File: config.mk
export PLATFORM = sky130hd
export DESIGN_NAME = pipeline_stall_controller_flat
export DESIGN_NICKNAME = d
export VERILOG_FILES = /design/src/rtl/pipeline_stall_controller_if.sv /design/src/rtl/pipeline_stall_controller.sv /design/src/flat_wrapper.sv
export SDC_FILE = /design/constraint.sdc
export NUM_CORES = 1
export LEC_CHECK = 0
export CAP_MARGIN = 20
export CORE_ASPECT_RATIO = 0.5
export CORE_MARGIN = 3
export CORE_UTILIZATION = 35
export DETAILED_ROUTE_END_ITERATION = 7
export DONT_BUFFER_PORTS = 1
export SYNTH_ARGS = -nofsm -noshare
export SYNTH_HDL_FRONTEND = slang
export SYNTH_SLANG_ARGS = --single-unit
File: constraint.sdc
create_clock -name clk -period 4.1 [get_ports clk]
set_clock_uncertainty 0.15 [all_clocks]
set_input_delay 0.205 -clock clk [delete_from_list [all_inputs] [get_ports clk]]
set_output_delay 0.205 -clock clk [all_outputs]
set_load 0.05 [all_outputs]
File: src/rtl/pipeline_stall_controller_if.sv
// Handshake bundle between the stall controller and the pipeline:
// hazard/branch/memory status in, per-stage freeze/flush controls out.
interface pipeline_stall_controller_if #(
    parameter int CNT_W = 16
);
    logic             hazard_Detected;
    logic             branch_taken;
    logic             mem_req;
    logic             mem_ready;
    logic             clr_cnt;
    logic             freeze_IF;
    logic             freeze_ID;
    logic             flush_IF;
    logic             bubble_ID;
    logic             freeze_back;
    logic             mem_timeout;
    logic [CNT_W-1:0] stall_cnt;
    logic [CNT_W-1:0] flush_cnt;

    modport master (
        output hazard_Detected,
        output branch_taken,
        output mem_req,
        output mem_ready,
        output clr_cnt,
        input  freeze_IF,
        input  freeze_ID,
        input  flush_IF,
        input  bubble_ID,
        input  freeze_back,
        input  mem_timeout,
        input  stall_cnt,
        input  flush_cnt
    );

    modport slave (
        input  hazard_Detected,
        input  branch_taken,
        input  mem_req,
        input  mem_ready,
        input  clr_cnt,
        output freeze_IF,
        output freeze_ID,
        output flush_IF,
        output bubble_ID,
        output freeze_back,
        output mem_timeout,
        output stall_cnt,
        output flush_cnt
    );
endinterface

File: src/rtl/pipeline_stall_controller.sv
// Stall/flush sequencer for the 5-stage pipeline: memory waits,
// branch flushes, hazard bubbles, wait timeout and perf counters.
module pipeline_stall_controller #(
    parameter int CNT_W       = 16,
    parameter int MEM_TIMEOUT = 64,
    parameter int TMO_W       = 7
) (
    input logic                          clk,
    input logic                          rst,
    pipeline_stall_controller_if.slave   bus
);

    typedef enum logic {
        RUN,
        MEM_WAIT
    } state_t;

    localparam logic [TMO_W-1:0] TMO_LIM = TMO_W'(MEM_TIMEOUT);

    state_t           state;
    logic [TMO_W-1:0] wcnt;
    logic [TMO_W-1:0] wcnt_nxt;
    logic             tmo;
    logic [CNT_W-1:0] stall_q;
    logic [CNT_W-1:0] flush_q;

    logic mem_stall;
    logic br_sel;
    logic hz_sel;
    logic f_if;
    logic f_id;
    logic fl_if;
    logic bub;
    logic f_bk;

    // Priority is flattened into one-hot selects: memory > branch > hazard.
    assign mem_stall = ~bus.mem_ready &
                       ((state == RUN & bus.mem_req) | state == MEM_WAIT);
    assign br_sel    = ~mem_stall & bus.branch_taken;
    assign hz_sel    = ~mem_stall & ~bus.branch_taken &
                       bus.hazard_Detected;

    always_comb begin
        f_if  = 1'b0;
        f_id  = 1'b0;
        fl_if = 1'b0;
        bub   = 1'b0;
        f_bk  = 1'b0;
        if (rst) begin
            unique case (1'b1)
                mem_stall: begin
                    f_if = 1'b1;
                    f_id = 1'b1;
                    f_bk = 1'b1;
                end
                br_sel: begin
                    fl_if = 1'b1;
                    bub   = 1'b1;
                end
                hz_sel: begin
                    f_if = 1'b1;
                    f_id = 1'b1;
                    bub  = 1'b1;
                end
                default: ;
            endcase
        end
    end

    assign wcnt_nxt = (wcnt == '1) ? wcnt : wcnt + 1'b1;

    always_ff @(posedge clk) begin
        if (!rst) begin
            state   <= RUN;
            wcnt    <= '0;
            tmo     <= 1'b0;
            stall_q <= '0;
            flush_q <= '0;
        end else begin
            unique case (state)
                RUN: begin
                    if (bus.mem_req && !bus.mem_ready) begin
                        state <= MEM_WAIT;
                        wcnt  <= '0;
                    end
                end
                MEM_WAIT: begin
                    if (bus.mem_ready) begin
                        state <= RUN;
                    end else begin
                        wcnt <= wcnt_nxt;
                        if (wcnt_nxt >= TMO_LIM)
                            tmo <= 1'b1;
                    end
                end
                default: state <= RUN;
            endcase

            if (bus.clr_cnt)
                stall_q <= '0;
            else if (f_if && stall_q != '1)
                stall_q <= stall_q + 1'b1;

            if (bus.clr_cnt)
                flush_q <= '0;
            else if (fl_if && flush_q != '1)
                flush_q <= flush_q + 1'b1;
        end
    end

    assign bus.freeze_IF   = f_if;
    assign bus.freeze_ID   = f_id;
    assign bus.flush_IF    = fl_if;
    assign bus.bubble_ID   = bub;
    assign bus.freeze_back = f_bk;
    assign bus.mem_timeout = tmo;
    assign bus.stall_cnt   = stall_q;
    assign bus.flush_cnt   = flush_q;

endmodule

File: src/flat_wrapper.sv
// flat-port wrapper written by rule: the top's interface ports become plain ports
module pipeline_stall_controller_flat 
#(
    parameter int CNT_W       = 16,
    parameter int MEM_TIMEOUT = 64,
    parameter int TMO_W       = 7
)
  (clk, rst, bus_hazard_Detected, bus_branch_taken, bus_mem_req, bus_mem_ready, bus_clr_cnt, bus_freeze_IF, bus_freeze_ID, bus_flush_IF, bus_bubble_ID, bus_freeze_back, bus_mem_timeout, bus_stall_cnt, bus_flush_cnt);
  pipeline_stall_controller_if #(.CNT_W(CNT_W)) bus_i ();
  input logic clk;
  input logic rst;
  input wire logic [$bits(bus_i.hazard_Detected)-1:0] bus_hazard_Detected;
  input wire logic [$bits(bus_i.branch_taken)-1:0] bus_branch_taken;
  input wire logic [$bits(bus_i.mem_req)-1:0] bus_mem_req;
  input wire logic [$bits(bus_i.mem_ready)-1:0] bus_mem_ready;
  input wire logic [$bits(bus_i.clr_cnt)-1:0] bus_clr_cnt;
  output wire logic [$bits(bus_i.freeze_IF)-1:0] bus_freeze_IF;
  output wire logic [$bits(bus_i.freeze_ID)-1:0] bus_freeze_ID;
  output wire logic [$bits(bus_i.flush_IF)-1:0] bus_flush_IF;
  output wire logic [$bits(bus_i.bubble_ID)-1:0] bus_bubble_ID;
  output wire logic [$bits(bus_i.freeze_back)-1:0] bus_freeze_back;
  output wire logic [$bits(bus_i.mem_timeout)-1:0] bus_mem_timeout;
  output wire logic [$bits(bus_i.stall_cnt)-1:0] bus_stall_cnt;
  output wire logic [$bits(bus_i.flush_cnt)-1:0] bus_flush_cnt;
  assign bus_i.hazard_Detected = bus_hazard_Detected;
  assign bus_i.branch_taken = bus_branch_taken;
  assign bus_i.mem_req = bus_mem_req;
  assign bus_i.mem_ready = bus_mem_ready;
  assign bus_i.clr_cnt = bus_clr_cnt;
  assign bus_freeze_IF = bus_i.freeze_IF;
  assign bus_freeze_ID = bus_i.freeze_ID;
  assign bus_flush_IF = bus_i.flush_IF;
  assign bus_bubble_ID = bus_i.bubble_ID;
  assign bus_freeze_back = bus_i.freeze_back;
  assign bus_mem_timeout = bus_i.mem_timeout;
  assign bus_stall_cnt = bus_i.stall_cnt;
  assign bus_flush_cnt = bus_i.flush_cnt;
  pipeline_stall_controller #(.CNT_W(CNT_W), .MEM_TIMEOUT(MEM_TIMEOUT), .TMO_W(TMO_W)) u_core (.clk(clk), .rst(rst), .bus(bus_i));
endmodule
==> impl_metrics.json, run 1 <==
{
  "run_status": "complete, no violations",
  "leakagePower_nw": 0.6838,
  "crit_family": "simple AND/OR/NAND/NOR gates",
  "dr_total_vias": 1728,
  "synthToLayoutAreaGrowth_pct": 10.12,
  "path_class": "reg -> reg",
  "clk_latency_ps": 280,
  "ys_ff_latch": 41,
  "finalNetCount": 256,
  "start_util_pct": 36.95,
  "netlist_area_sq_um": 2064,
  "drv_cap": 0,
  "dp.final_hpwl_microns": 3308,
  "fillerInstances": 551,
  "synth_nets": 255,
  "crit_start": "u_core.bus.flush_cnt[0]",
  "critical_path.endpoint_type": "register",
  "num_rows": 19,
  "worstPathRequired_ps": 4140,
  "portBuffers": 0,
  "yosysTopAreaCell": "dfxtp_1",
  "min_from": "bus_mem_ready",
  "setup_viol": 0,
  "wl_per_cell_microns": 14.50,
  "antenna_found_initial": 0,
  "clkTransAtPathRegs_ps": 60,
  "fmax_mhz": 394.7,
  "crit_chain": "ha_1, nand3_1, nor4_2, nor2_1, a311oi_1",
  "period_share_pct": 61.80,
  "synth_seq_area_share_pct": 39.76,
  "tns_ps": 0,
  "grtUsageTotal_pct": 14.03,
  "drive_above_1_share_pct": 5.285,
  "drt_iter0_markers": 120,
  "dieHeight_microns": 60.31,
  "worst_pin_slew_ps": 838.0,
  "critPathArrivalTime_ps": 2570,
  "relSlewSlack_pct": 43.70,
  "yosysUniqueCellTypes": 41,
  "diodes": 0,
  "die_x_microns": 114.6,
  "start_kind": "register",
  "ys_top_cells_by_count": "dfxtp_1 (41), nor2_1 (29), xnor2_1 (25)",
  "cts_sinks": 41,
  "wl_microns": 4624,
  "firstDrtPassIters": 4,
  "crit_path_max_fanout": 6,
  "cpMaxStageDelayCell": "dfxtp_1",
  "htreeDepth": 2,
  "synth_area_leaders": "dfxtp_1 (40%), xnor2_1 (11%), nor3_1 (5.3%)",
  "multi_input_comb_area_sq_um": 1172,
  "io_pins": 45,
  "cts_root_buffer": "clkbuf_16",
  "max_stage_delay_ps": 730,
  "r2r-start": "u_core.bus.flush_cnt[0]",
  "cts_buffers": 5,
  "cts_tree": "yes",
  "drv_slew": 0,
  "yosysMostFrequentCell": "dfxtp_1",
  "grt_pass1_wl_microns": 7721,
  "regArea_sq_um": 820.8,
  "fin_crit_ps": 2534,
  "clk_path_buf_depth": 2,
  "via_per_inst": 5.417,
  "gp_congestion": 0.7640,
  "grt_pass1_vias": 1581,
  "drc": 0,
  "synthAdderAreaFrac_pct": 1.818,
  "post_cts.repair.setup_buffers": 0,
  "grt_max_degree": 33,
  "syn-instance-count": 245,
  "die_area_sq_um": 6912,
  "synth_top_family_by_area": "simple AND/OR/NAND/NOR gates",
  "grt_overflow_total": 0,
  "synth-compound-area-share_pct": 10.30,
  "post_cts_resized": 0,
  "core_area_sq_um": 5587,
  "final_hold_viol_count": 0,
  "async_reset_ff_share_pct": 0,
  "synthXorXnorAreaFrac_pct": 11.45,
  "path_buf_inv": 0,
  "dominantRegCellSynth": "dfxtp_1",
  "rsz0062_at_grt": "false",
  "muxShareOfSynthArea_pct": 0,
  "ir_drop_uv": 175.2,
  "synth_top_cell_area_share_pct": 39.76,
  "final_core_util_pct": 40.69,
  "synth_warnings": 0,
  "yosys.area_share.simple_pct": 33.21,
  "final_antenna_net_count": 0,
  "p_per_area_nw_per_um2": 363.9,
  "hold_class": "in -> reg",
  "syn_avg_cell_area_sq_um": 8.426,
  "synth_edf_count": 0
}
[state kept, by name (all words and copies together) (netlist names)]
name,cells
u_core.bus.stall_cnt,16
u_core.bus.flush_cnt,16
u_core.state,1
u_core.wcnt,7
u_core.bus.mem_timeout,1
[area by class of cell]
type | count | share of cell area, %
clock buffers | 7 | 6.274
inverters | 5 | 0.8255
multi-input cells | 190 | 51.57
flip-flops and latches | 41 | 36.10
well taps | 73 | 4.018
repair buffers | 3 | 1.211
[power by group]
group	switching (mW)	internal (mW)	total, mW
clock	0.145	0.239	0.384
sequential	0.00553	0.400	0.406
combinational	0.0288	0.00919	0.0380
[per-layer routing]
layer	up-vias	track usage (%)	wire length, microns
li1	883	-	-
met1	808	17.49	2212
met2	35	22.99	2123
met3	2	5.359	266
met4	0	4.061	22
met5	-	0	0
[worst reg2reg max path: cells and delay by family (launching register included)]
kind | cells | cell delay (ps)
and+or+nand+nor | 3 | 980
DFF | 1 | 730
adders and majority gates | 1 | 310
AOI/OAI and AO/OA | 1 | 280
[layout by cell type (no fill, tap or decap), drive strengths merged, types with 2 or more instances in the layout]
cell type / n
ha: 3
o21ai: 11
and2: 2
nor3: 22
dfxtp: 41
nor4: 6
and4: 5
nand4b: 2
clkbuf: 7
nor2b: 2
nor4b: 4
nand2: 17
a21oi: 10
xor2: 2
dlygate4sd3: 2
o21bai: 2
nand3: 18
inv: 5
nand2b: 2
a21boi: 2
nand4: 10
or3: 4
nor2: 29
xnor2: 25
[timing repair]
item,CTS,global route
hold buffers,2,0
endpoints found under the setup margin,0,0
endpoints found under the hold margin,9,0
[stage by stage]
| stage | power [mW] | hold slack (ps) | setup slack, ps | instance area, sq um | instances |
|---|---|---|---|---|---|
| after floorplan | 0.4482 | 269.0 | 1875 | 2064 | 245 |
| after detailed placement | 0.4498 | 186.6 | 1606 | 2111 | 310 |
| after global placement | 0.4492 | 176.3 | 1720 | 2111 | 310 |
| final | 0.8273 | 33.24 | 1566 | 2273 | 319 |
| after global routing | 0.8610 | 74.34 | 1389 | 2273 | 319 |
| after CTS | 0.8424 | 33.77 | 1580 | 2273 | 319 |
[path summary, 6_finish.rpt]
kind | endpoint | slack (ps) | cells past startpoint
worst max register to register | u_core.bus.flush_cnt[2] | 1570 | 5
worst min-delay path | u_core.wcnt[0] | 30 | 3
worst min register to register | u_core.wcnt[6] | 330 | 2
worst max-delay path | u_core.bus.flush_cnt[2] | 1570 | 5
[kinds of logic after synthesis]
logic type                 Yosys count
DFF                                 41
and+or+nand+nor                    126
buffers and inverters               14
adders and majority gates            3
AOI/OAI and AO/OA                   34
xor gates and xnor gates            27
(Power assumes the default switching activity.)
==> inputs of run 2 (changes only) <==
==> constraint.sdc (replaced) <==
create_clock -name clk -period 2.2 [get_ports clk]
set_clock_uncertainty 0.15 [all_clocks]
set_input_delay 0.11 -clock clk [delete_from_list [all_inputs] [get_ports clk]]
set_output_delay 0.11 -clock clk [all_outputs]
set_load 0.05 [all_outputs]
==> run 2 against run 1 <==
Net effect: non-clock buffer count rose by 41; first-iteration DRC count rose by 36%; largest cell class unchanged; global-route usage grew 1.1 points; critical endpoint unchanged; critical path depth unchanged; maximum frequency up 27%; die area stayed put; final cell count up 13%; utilization grew 5.6 points; highest routed layer unchanged; hold slack gained 20 ps; worst setup slack worse by 1400 ps.
==> impl_metrics.json, run 2 (synthesis gave the netlist of run 1 again) <==
{
  "run_status": "complete, no violations",
  "hold_class": "in -> reg",
  "clk_path_buf_depth": 2,
  "grt_overflow_total": 0,
  "fmax_mhz": 501.8,
  "ff2ff_path_depth": 5,
  "dr_total_vias": 1930,
  "cts_tree": "yes",
  "dieHeight_microns": 60.31,
  "grt.busiest_layer": "met2",
  "max_stage_delay_ps": 560,
  "clkTransAtPathRegs_ps": 60,
  "start_kind": "register",
  "die_x_microns": 114.6,
  "synthToLayoutAreaGrowth_pct": 25.27,
  "drv_slew": 0,
  "crit_chain": "ha_1, nand3_1, nor4_2, nor2_1, a311oi_1",
  "relSlewSlack_pct": 53.83,
  "firstDrtPassIters": 4,
  "wl_microns": 5034,
  "grt_max_degree": 18,
  "path_class": "reg -> reg",
  "cts_root_buffer": "clkbuf_16",
  "most-common-layout-cells": "buf_4 (41), dfxtp_1 (39), nor2_1 (29)",
  "pre_cts_slack_ps": 186.3,
  "p_per_area_nw_per_um2": 603.7,
  "hold_depth": 4,
  "cp.depth": 5,
  "path_buf_inv": 0,
  "antenna_found_initial": 0,
  "finalNetCount": 297,
  "final_hold_viol_count": 0,
  "fin_ws_ps": 207.2,
  "tns_ps": 0,
  "die_area_sq_um": 6912,
  "met3_usage_pct": 4.550,
  "cts_buffers": 5,
  "critPathArrivalTime_ps": 2020,
  "diodes": 0,
  "final_antenna_net_count": 0,
  "drive_above_1_share_pct": 19.51,
  "use_met2_pct": 25.97,
  "grtUsageTotal_pct": 15.09,
  "ir_drop_uv": 282.6,
  "worstPathRequired_ps": 2230,
  "cpMaxStageDelayCell": "nor4_2",
  "drc": 0,
  "final_core_util_pct": 46.29,
  "drt_iter0_markers": 163,
  "hold-path-endpoint": "u_core.bus.stall_cnt[14]",
  "grt_pass1_vias": 1776,
  "leakagePower_nw": 0.8986,
  "rsz0062_at_grt": "false",
  "r2r-end": "u_core.bus.flush_cnt[2]",
  "cts_sinks": 41,
  "via_per_inst": 5.361,
  "start_util_pct": 36.95,
  "num_rows": 19,
  "wl_per_cell_microns": 13.98,
  "fin_crit_ps": 1993,
  "crit_path_max_fanout": 6,
  "crit_family": "simple AND/OR/NAND/NOR gates",
  "rrSetupSlack_ps": 210,
  "htreeDepth": 2,
  "r2r-start": "u_core.bus.flush_cnt[0]",
  "period_share_pct": 90.58,
  "grt.met1_usage_pct": 18.72,
  "dp.final_hpwl_microns": 3662,
  "portBuffers": 0,
  "io_pins": 45,
  "drv_cap": 0,
  "critical_path.endpoint_type": "register",
  "min_from": "rst",
  "core_area_sq_um": 5587,
  "worst_pin_slew_ps": 692.5,
  "setup_viol": 0,
  "clk_latency_ps": 280,
  "gp_congestion": 0.8352,
  "grt_pass1_wl_microns": 8383,
  "layout_commonest_cell": "buf_4"
}
-- run 2: power by group --
part | internal, mW | switching, mW | total [mW]
logic | 0.0247 | 0.0647 | 0.0894
registers | 0.746 | 0.00319 | 0.749
clock network | 0.445 | 0.278 | 0.723
total | 1.22 | 0.345 | 1.56
-- run 2: per-layer routing --
metal	routed length [microns]	up-vias
met1	2344	927
met3	300	5
li1	-	957
met5	0	-
met2	2334	41
met4	53	0
-- run 2: through the flow --
step | hold slack (ps) | power [mW] | instance area (sq um) | cells
final | 53.14 | 1.561 | 2586 | 360
after global routing | 76.20 | 1.613 | 2586 | 360
after global placement | 83.18 | 0.8455 | 2414 | 350
after floorplan | 174.0 | 0.8353 | 2067 | 245
after CTS | 55.78 | 1.580 | 2586 | 360
after detailed placement | 90.26 | 0.8464 | 2414 | 350
-- run 2: worst max path at each step --
stage | slack [ps] | to | startpoint
after floorplan | 6 | u_core.bus.flush_cnt[15] | u_core.bus.flush_cnt[4]
after global placement | 210 | u_core.bus.stall_cnt[15] | u_core.state
after detailed placement | 190 | u_core.bus.stall_cnt[15] | u_core.state
after CTS | 160 | u_core.bus.stall_cnt[15] | u_core.state
after global routing | 90 | u_core.bus.flush_cnt[2] | u_core.bus.flush_cnt[0]
final | 210 | u_core.bus.flush_cnt[2] | u_core.bus.flush_cnt[0]
-- run 2: layout make-up --
| cell class | instances | area [sq um] |
|---|---|---|
| tap | 73 | 91.34 |
| sequential | 41 | 823.3 |
| fill | 549 | 3000 |
| multi-input combinational | 190 | 1172 |
| inverter | 5 | 18.77 |
| timing repair buffer | 44 | 337.8 |
| clock buffer | 7 | 142.6 |
-- run 2: worst reg2reg max path, cell delays in order (launching register included) --
cell      delay (ps)
dfxtp_2          320
ha_1             190
nand3_1          220
nor4_2           560
nor2_1           160
a311oi_1         290
-- run 2: repair_timing --
| item | in CTS | in global routing |
|---|---|---|
| hold endpoints to repair | 9 | 0 |
| setup buffers | 0 | 0 |
| endpoints found under the setup margin | 0 | 1 |
| resized for setup | 0 | 1 |
| hold buffers | 3 | 0 |
